--- config.mk ---
export PLATFORM = sky130hd
export DESIGN_NAME = display_arbiter
export DESIGN_NICKNAME = d
export VERILOG_FILES = /design/src/rtl/display_arbiter_pkg.sv /design/src/rtl/display_arbiter_scan_timer.sv /design/src/rtl/display_arbiter.sv
export SDC_FILE = /design/constraint.sdc
export NUM_CORES = 1
export LEC_CHECK = 0
export BUFFER_PORTS_ARGS = -buffer_cell sky130_fd_sc_hd__buf_2
export CAP_MARGIN = 20
export CORE_UTILIZATION = 57
export CTS_BUF_LIST = sky130_fd_sc_hd__clkbuf_8
export DETAILED_ROUTE_END_ITERATION = 10
export PLACE_DENSITY = 0.86
export SKIP_CTS_REPAIR_TIMING = 1
export SLEW_MARGIN = 20
export SYNTH_ARGS = -nofsm -noshare
export SYNTH_HDL_FRONTEND = slang
export SYNTH_SLANG_ARGS = --single-unit
--- constraint.sdc ---
create_clock -name clk -period 2.36 [get_ports clk]
set_clock_uncertainty 0.1 [all_clocks]
set_input_delay 0.118 -clock clk [delete_from_list [all_inputs] [get_ports clk]]
set_output_delay 0.118 -clock clk [all_outputs]
set_load 0.02 [all_outputs]
--- src/rtl/display_arbiter_pkg.sv ---
// Shared encodings for the scanned 7-segment display blocks: arbiter states,
// one-hot grant values and requester identifiers.
package display_arbiter_pkg;

  typedef enum logic [1:0] {
    ST_IDLE    = 2'd0,
    ST_GRANT_A = 2'd1,
    ST_GRANT_B = 2'd2
  } arb_state_t;

  typedef enum logic {
    SRC_A = 1'b0,
    SRC_B = 1'b1
  } src_t;

  localparam logic [1:0] GRANT_NONE = 2'b00;
  localparam logic [1:0] GRANT_A    = 2'b01;
  localparam logic [1:0] GRANT_B    = 2'b10;

  function automatic logic [1:0] grant_of(input arb_state_t st);
    case (st)
      ST_GRANT_A: grant_of = GRANT_A;
      ST_GRANT_B: grant_of = GRANT_B;
      default:    grant_of = GRANT_NONE;
    endcase
  endfunction

endpackage

--- src/rtl/display_arbiter_scan_timer.sv ---
// Digit-scan timer: divides clk into per-digit slot strobes and groups
// three slots into a frame.
module scan_timer #(
  parameter int SCAN_DIV = 4000
) (
  input  logic       clk,
  input  logic       reset,
  output logic       scan_tick,
  output logic [1:0] slot,
  output logic       frame_end
);

  localparam int CNT_W = (SCAN_DIV > 1) ? $clog2(SCAN_DIV) : 1;
  localparam logic [CNT_W-1:0] CNT_MAX = CNT_W'(SCAN_DIV - 1);

  logic [CNT_W-1:0] div_cnt;

  always_ff @(posedge clk) begin
    if (reset) begin
      div_cnt <= '0;
      slot    <= 2'd0;
    end else begin
      if (div_cnt == CNT_MAX) begin
        div_cnt <= '0;
        slot    <= (slot == 2'd2) ? 2'd0 : slot + 2'd1;
      end else begin
        div_cnt <= div_cnt + CNT_W'(1);
      end
    end
  end

  assign scan_tick = (div_cnt == CNT_MAX);
  assign frame_end = scan_tick && (slot == 2'd2);

endmodule

--- src/rtl/display_arbiter.sv ---
// Frame-synchronous arbiter sharing the 3-digit display between two 8-bit
// requesters; ownership and displayed value only change at frame ends.
module display_arbiter
  import display_arbiter_pkg::*;
#(
  parameter int SCAN_DIV    = 4000,
  parameter int HOLD_FRAMES = 256
) (
  input  logic       clk,
  input  logic       reset,
  input  logic       req_a,
  input  logic [7:0] data_a,
  output logic       ack_a,
  input  logic       req_b,
  input  logic [7:0] data_b,
  output logic       ack_b,
  output logic       scan_tick,
  output logic       frame_end,
  output logic [7:0] disp_data,
  output logic       disp_blank,
  output logic [1:0] grant
);

  localparam int HOLD_W = (HOLD_FRAMES > 1) ? $clog2(HOLD_FRAMES) : 1;
  localparam logic [HOLD_W-1:0] HOLD_MAX = HOLD_W'(HOLD_FRAMES - 1);

  // Handshake: req_x is a level held with data_x stable until ack_x; ack_x is
  // a one-cycle pulse on every latch of data_x, issued only at frame ends.

  arb_state_t        state, state_next;
  logic [HOLD_W-1:0] hold_cnt, hold_next;
  src_t              last_grant;
  logic              latch_a, latch_b;
  logic [1:0]        slot;

  scan_timer #(.SCAN_DIV(SCAN_DIV)) u_scan_timer (
    .clk       (clk),
    .reset     (reset),
    .scan_tick (scan_tick),
    .slot      (slot),
    .frame_end (frame_end)
  );

  always_comb begin
    state_next = state;
    hold_next  = hold_cnt;
    latch_a    = 1'b0;
    latch_b    = 1'b0;
    if (frame_end) begin
      case (state)
        ST_IDLE: begin
          if (req_a && (!req_b || last_grant == SRC_B)) begin
            state_next = ST_GRANT_A;
            hold_next  = '0;
            latch_a    = 1'b1;
          end else if (req_b) begin
            state_next = ST_GRANT_B;
            hold_next  = '0;
            latch_b    = 1'b1;
          end
        end
        ST_GRANT_A: begin
          // A yields only when it drops or its hold has expired with B waiting.
          if (req_b && (!req_a || hold_cnt == HOLD_MAX)) begin
            state_next = ST_GRANT_B;
            hold_next  = '0;
            latch_b    = 1'b1;
          end else if (!req_a) begin
            state_next = ST_IDLE;
          end else begin
            if (hold_cnt != HOLD_MAX) hold_next = hold_cnt + HOLD_W'(1);
            latch_a = 1'b1;
          end
        end
        ST_GRANT_B: begin
          if (req_a && (!req_b || hold_cnt == HOLD_MAX)) begin
            state_next = ST_GRANT_A;
            hold_next  = '0;
            latch_a    = 1'b1;
          end else if (!req_b) begin
            state_next = ST_IDLE;
          end else begin
            if (hold_cnt != HOLD_MAX) hold_next = hold_cnt + HOLD_W'(1);
            latch_b = 1'b1;
          end
        end
        default: state_next = ST_IDLE;
      endcase
    end
  end

  always_ff @(posedge clk) begin
    if (reset) begin
      state      <= ST_IDLE;
      hold_cnt   <= '0;
      last_grant <= SRC_B;
      disp_data  <= 8'h00;
      disp_blank <= 1'b1;
      ack_a      <= 1'b0;
      ack_b      <= 1'b0;
    end else begin
      state    <= state_next;
      hold_cnt <= hold_next;
      ack_a    <= latch_a;
      ack_b    <= latch_b;
      if (latch_a) begin
        disp_data  <= data_a;
        disp_blank <= 1'b0;
        last_grant <= SRC_A;
      end else if (latch_b) begin
        disp_data  <= data_b;
        disp_blank <= 1'b0;
        last_grant <= SRC_B;
      end
    end
  end

  assign grant = grant_of(state);

endmodule

==> results.json <==
{
  "routed_wire_length_per_instance_um": 14.59,
  "worstSetupEndpointType": "flip-flop",
  "status": "finished, final reports clean",
  "post_route_cells_drive_above_1_share": 0.2674,
  "grt_pass1_vias": 1499,
  "clock-root-buffer": "clkbuf_8",
  "post-synth-top-count-cell": "dfxtp_1",
  "post-synth-top-area-cell": "dfxtp_1",
  "initial_utilization": 0.6069,
  "clk_transition_reported_paths_ns": 0.07,
  "sum_of_negative_setup_slack_ns": 0,
  "post_synth_most_frequent_cells": "dfxtp_1 (36), nor2_1 (21), inv_1 (17)",
  "wire_length_of_the_first_global_routing_pass_um": 6624,
  "vdd_drop_max_uv": 489.6,
  "syn-num-nets": 240,
  "fill_cells": 251,
  "routed_via_density": 5.775,
  "finalWirelength_um": 4406,
  "worstPathRequired_ns": 2.48,
  "synthDistinctLibCells": 51,
  "switchingPower_mw": 0.2549,
  "chipHeight_um": 59.48,
  "die_x_um": 59.48,
  "netlist_area_um2": 1883,
  "post_synth.cell_area_avg_um2": 8.841,
  "yosys_register_bits": 36,
  "min_path_type": "primary input to flip-flop",
  "worst_skew_pair.late_latency_ns": 0.29,
  "num_vias": 1744,
  "area_growth_pct": 20.27,
  "synth_top_cell_area_share": 0.3827,
  "slew_viol_final": 0,
  "timing.final.crit_share": 0.9544,
  "synth_flop_type": "dfxtp_1",
  "p_leak_nw": 0.9737,
  "fmaxAchievable_mhz": 444.0,
  "share_clk_of_total_power": 0.408,
  "grt.overflow.total": 0,
  "switching_share": 0.2201,
  "cts_tree": "done",
  "route.detailed.drc": 0,
  "detailed_place_hpwl_um": 2845,
  "floorplan.io_pins": 35,
  "flop_to_flop_setup_slack_ns": 0.11,
  "postSynthCellCount": 213,
  "yosys_warnings": 0,
  "post_layout_nets": 285,
  "area.sequential_um2": 721.9,
  "htree_levels": 2,
  "drv_cap": 0,
  "critical_path_arrival_ns": 2.38,
  "detailedRoute.firstIterationViolations": 104,
  "setup_ws_ns": 0.1076,
  "cts_sinks": 36,
  "worstMarginPinSlew_ns": 0.4951,
  "power_density_nw_per_um2": 511.3,
  "core_region_area_um2": 3103,
  "final_antenna_net_count": 0,
  "io_buffers": 34,
  "worst_setup_path_start_kind": "flip-flop",
  "timing.max_slew.rel_slack": 0.6674,
  "grt_setup_unrepaired": "no",
  "grt_start_max_net_pins": 17,
  "n_antenna_cell": 0,
  "number_of_buffers_added_by_the_clock_tree_synthesis_step": 5,
  "asyncSetResetFlopFracSynth": 0,
  "grt_usage": 0.2553,
  "ys_top_cells_by_area": "dfxtp_1 (38%), ha_1 (4.7%), nor2_1 (4.2%), inv_1 (3.4%), a21oi_2 (3.3%)",
  "crit_path_time_final_ns": 2.252,
  "p_int_mw": 0.9030,
  "number_of_antenna_violations_at_the_first_check_in_global_routing": 0,
  "floorplan.rows": 20,
  "maximum_fanout_encountered_on_the_critical_timing_path": 10,
  "setup_viol": 0,
  "floorplan.die_area_um2": 3537,
  "sequentialPowerShare": 0.532,
  "multiInputGateArea_um2": 1072,
  "dp_worst_setup_slack_ns": 0.07906,
  "critical_path_class": "flip-flop to flip-flop",
  "clk_path_buf_depth": 2,
  "drt-pass1-iter-count": 4,
  "globalplace.congestion": 0.9127,
  "seq_area_frac_synth": 0.3827,
  "hold_viol": 0,
  "combPwrFrac": 0.060,
  "synth-edff-count": 0
}
==> final timing paths <==
kind,endpoint,startpoint,cells after the start
max,disp_data[6],hold_cnt[0],7
min,disp_data[4],data_a[4],3
max reg2reg,disp_data[6],hold_cnt[0],7
min reg2reg,u_scan_timer.div_cnt[0],u_scan_timer.div_cnt[0],1
==> state kept, by name, summed over array words and instances (netlist names) <==
name and cells:
hold_cnt 8, ack_b 1, last_grant 1, disp_blank 1, u_scan_timer.div_cnt 12, ack_a 1
state 2, disp_data 8, u_scan_timer.slot 2
==> placed cells by master, fill, tap and decap left out, types with 3 or more instances in the layout <==
master | netlist | layout
o21ai_0 | 8 | 8
xnor2_1 | 3 | 3
dfxtp_1 | 36 | 35
ha_1 | 7 | 6
dlygate4sd3_1 | 0 | 7
buf_2 | 3 | 34
and3_1 | 4 | 4
nand4_1 | 4 | 4
nor3_1 | 8 | 8
a21oi_2 | 7 | 7
inv_1 | 17 | 17
nand3_1 | 10 | 10
nor3b_2 | 4 | 4
a21oi_1 | 10 | 10
o221ai_1 | 7 | 7
nand2_1 | 15 | 15
clkbuf_8 | 0 | 7
nor2_1 | 21 | 20
xor2_1 | 6 | 6
==> layout make-up <==
type | count | area share
Multi-Input combinational cell | 155 | 0.4735
Tap cell | 44 | 0.02431
Sequential cell | 36 | 0.3188
Timing Repair Buffer | 43 | 0.1127
Clock buffer | 7 | 0.04254
Inverter | 17 | 0.02818
==> kinds of logic after synthesis <==
family,Yosys count,synth area share
and+or+nand+nor,82,0.2512
AOI/OAI and AO/OA,55,0.2146
DFF,36,0.3827
buffers and inverters,22,0.05183
xor gates and xnor gates,9,0.04186
adders and majority gates,7,0.04651
muxes,2,0.01130
==> per-stage QoR <==
stage,total power [mW],hold slack (ns),instance area [µm²],std cells,utilization
final,1.158,0.04122,2265,302,0.7298
after global routing,1.197,0.05434,2265,302,0.7298
after CTS,1.153,-0.04918,2186,295,0.7044
after detailed placement,0.6863,0.2584,2090,288,0.6734
after global placement,0.6853,0.2523,2090,288,0.6734
after floorplan,0.6627,0.1548,1883,213,-
==> critical path, cell delays in order, from the launching register on <==
cell and delay (ns):
dfxtp_1 0.39, ha_2 0.23, and3_1 0.23, a32oi_1 0.14, a311o_1 0.43, a21oi_4 0.30, o221ai_1 0.20, a21oi_2 0.16
==> power groups by stage <==
stage | logic, mW | clock network, mW | registers, mW
global route | 0.0746 | 0.506 | 0.616
detailed placement | 0.0567 | 0 | 0.630
floorplan | 0.0339 | 0 | 0.629
CTS | 0.0571 | 0.480 | 0.616
finish | 0.0693 | 0.473 | 0.616
global placement | 0.0559 | 0 | 0.629
==> metal layers <==
layer / global-route usage / part of all wire
met1: 0.3145 / 0.41
met2: 0.4125 / 0.52
met3: 0.08515 / 0.055
met4: 0.09184 / 0.014
met5: 0 / 0
Power figures use the tool's default switching activity.
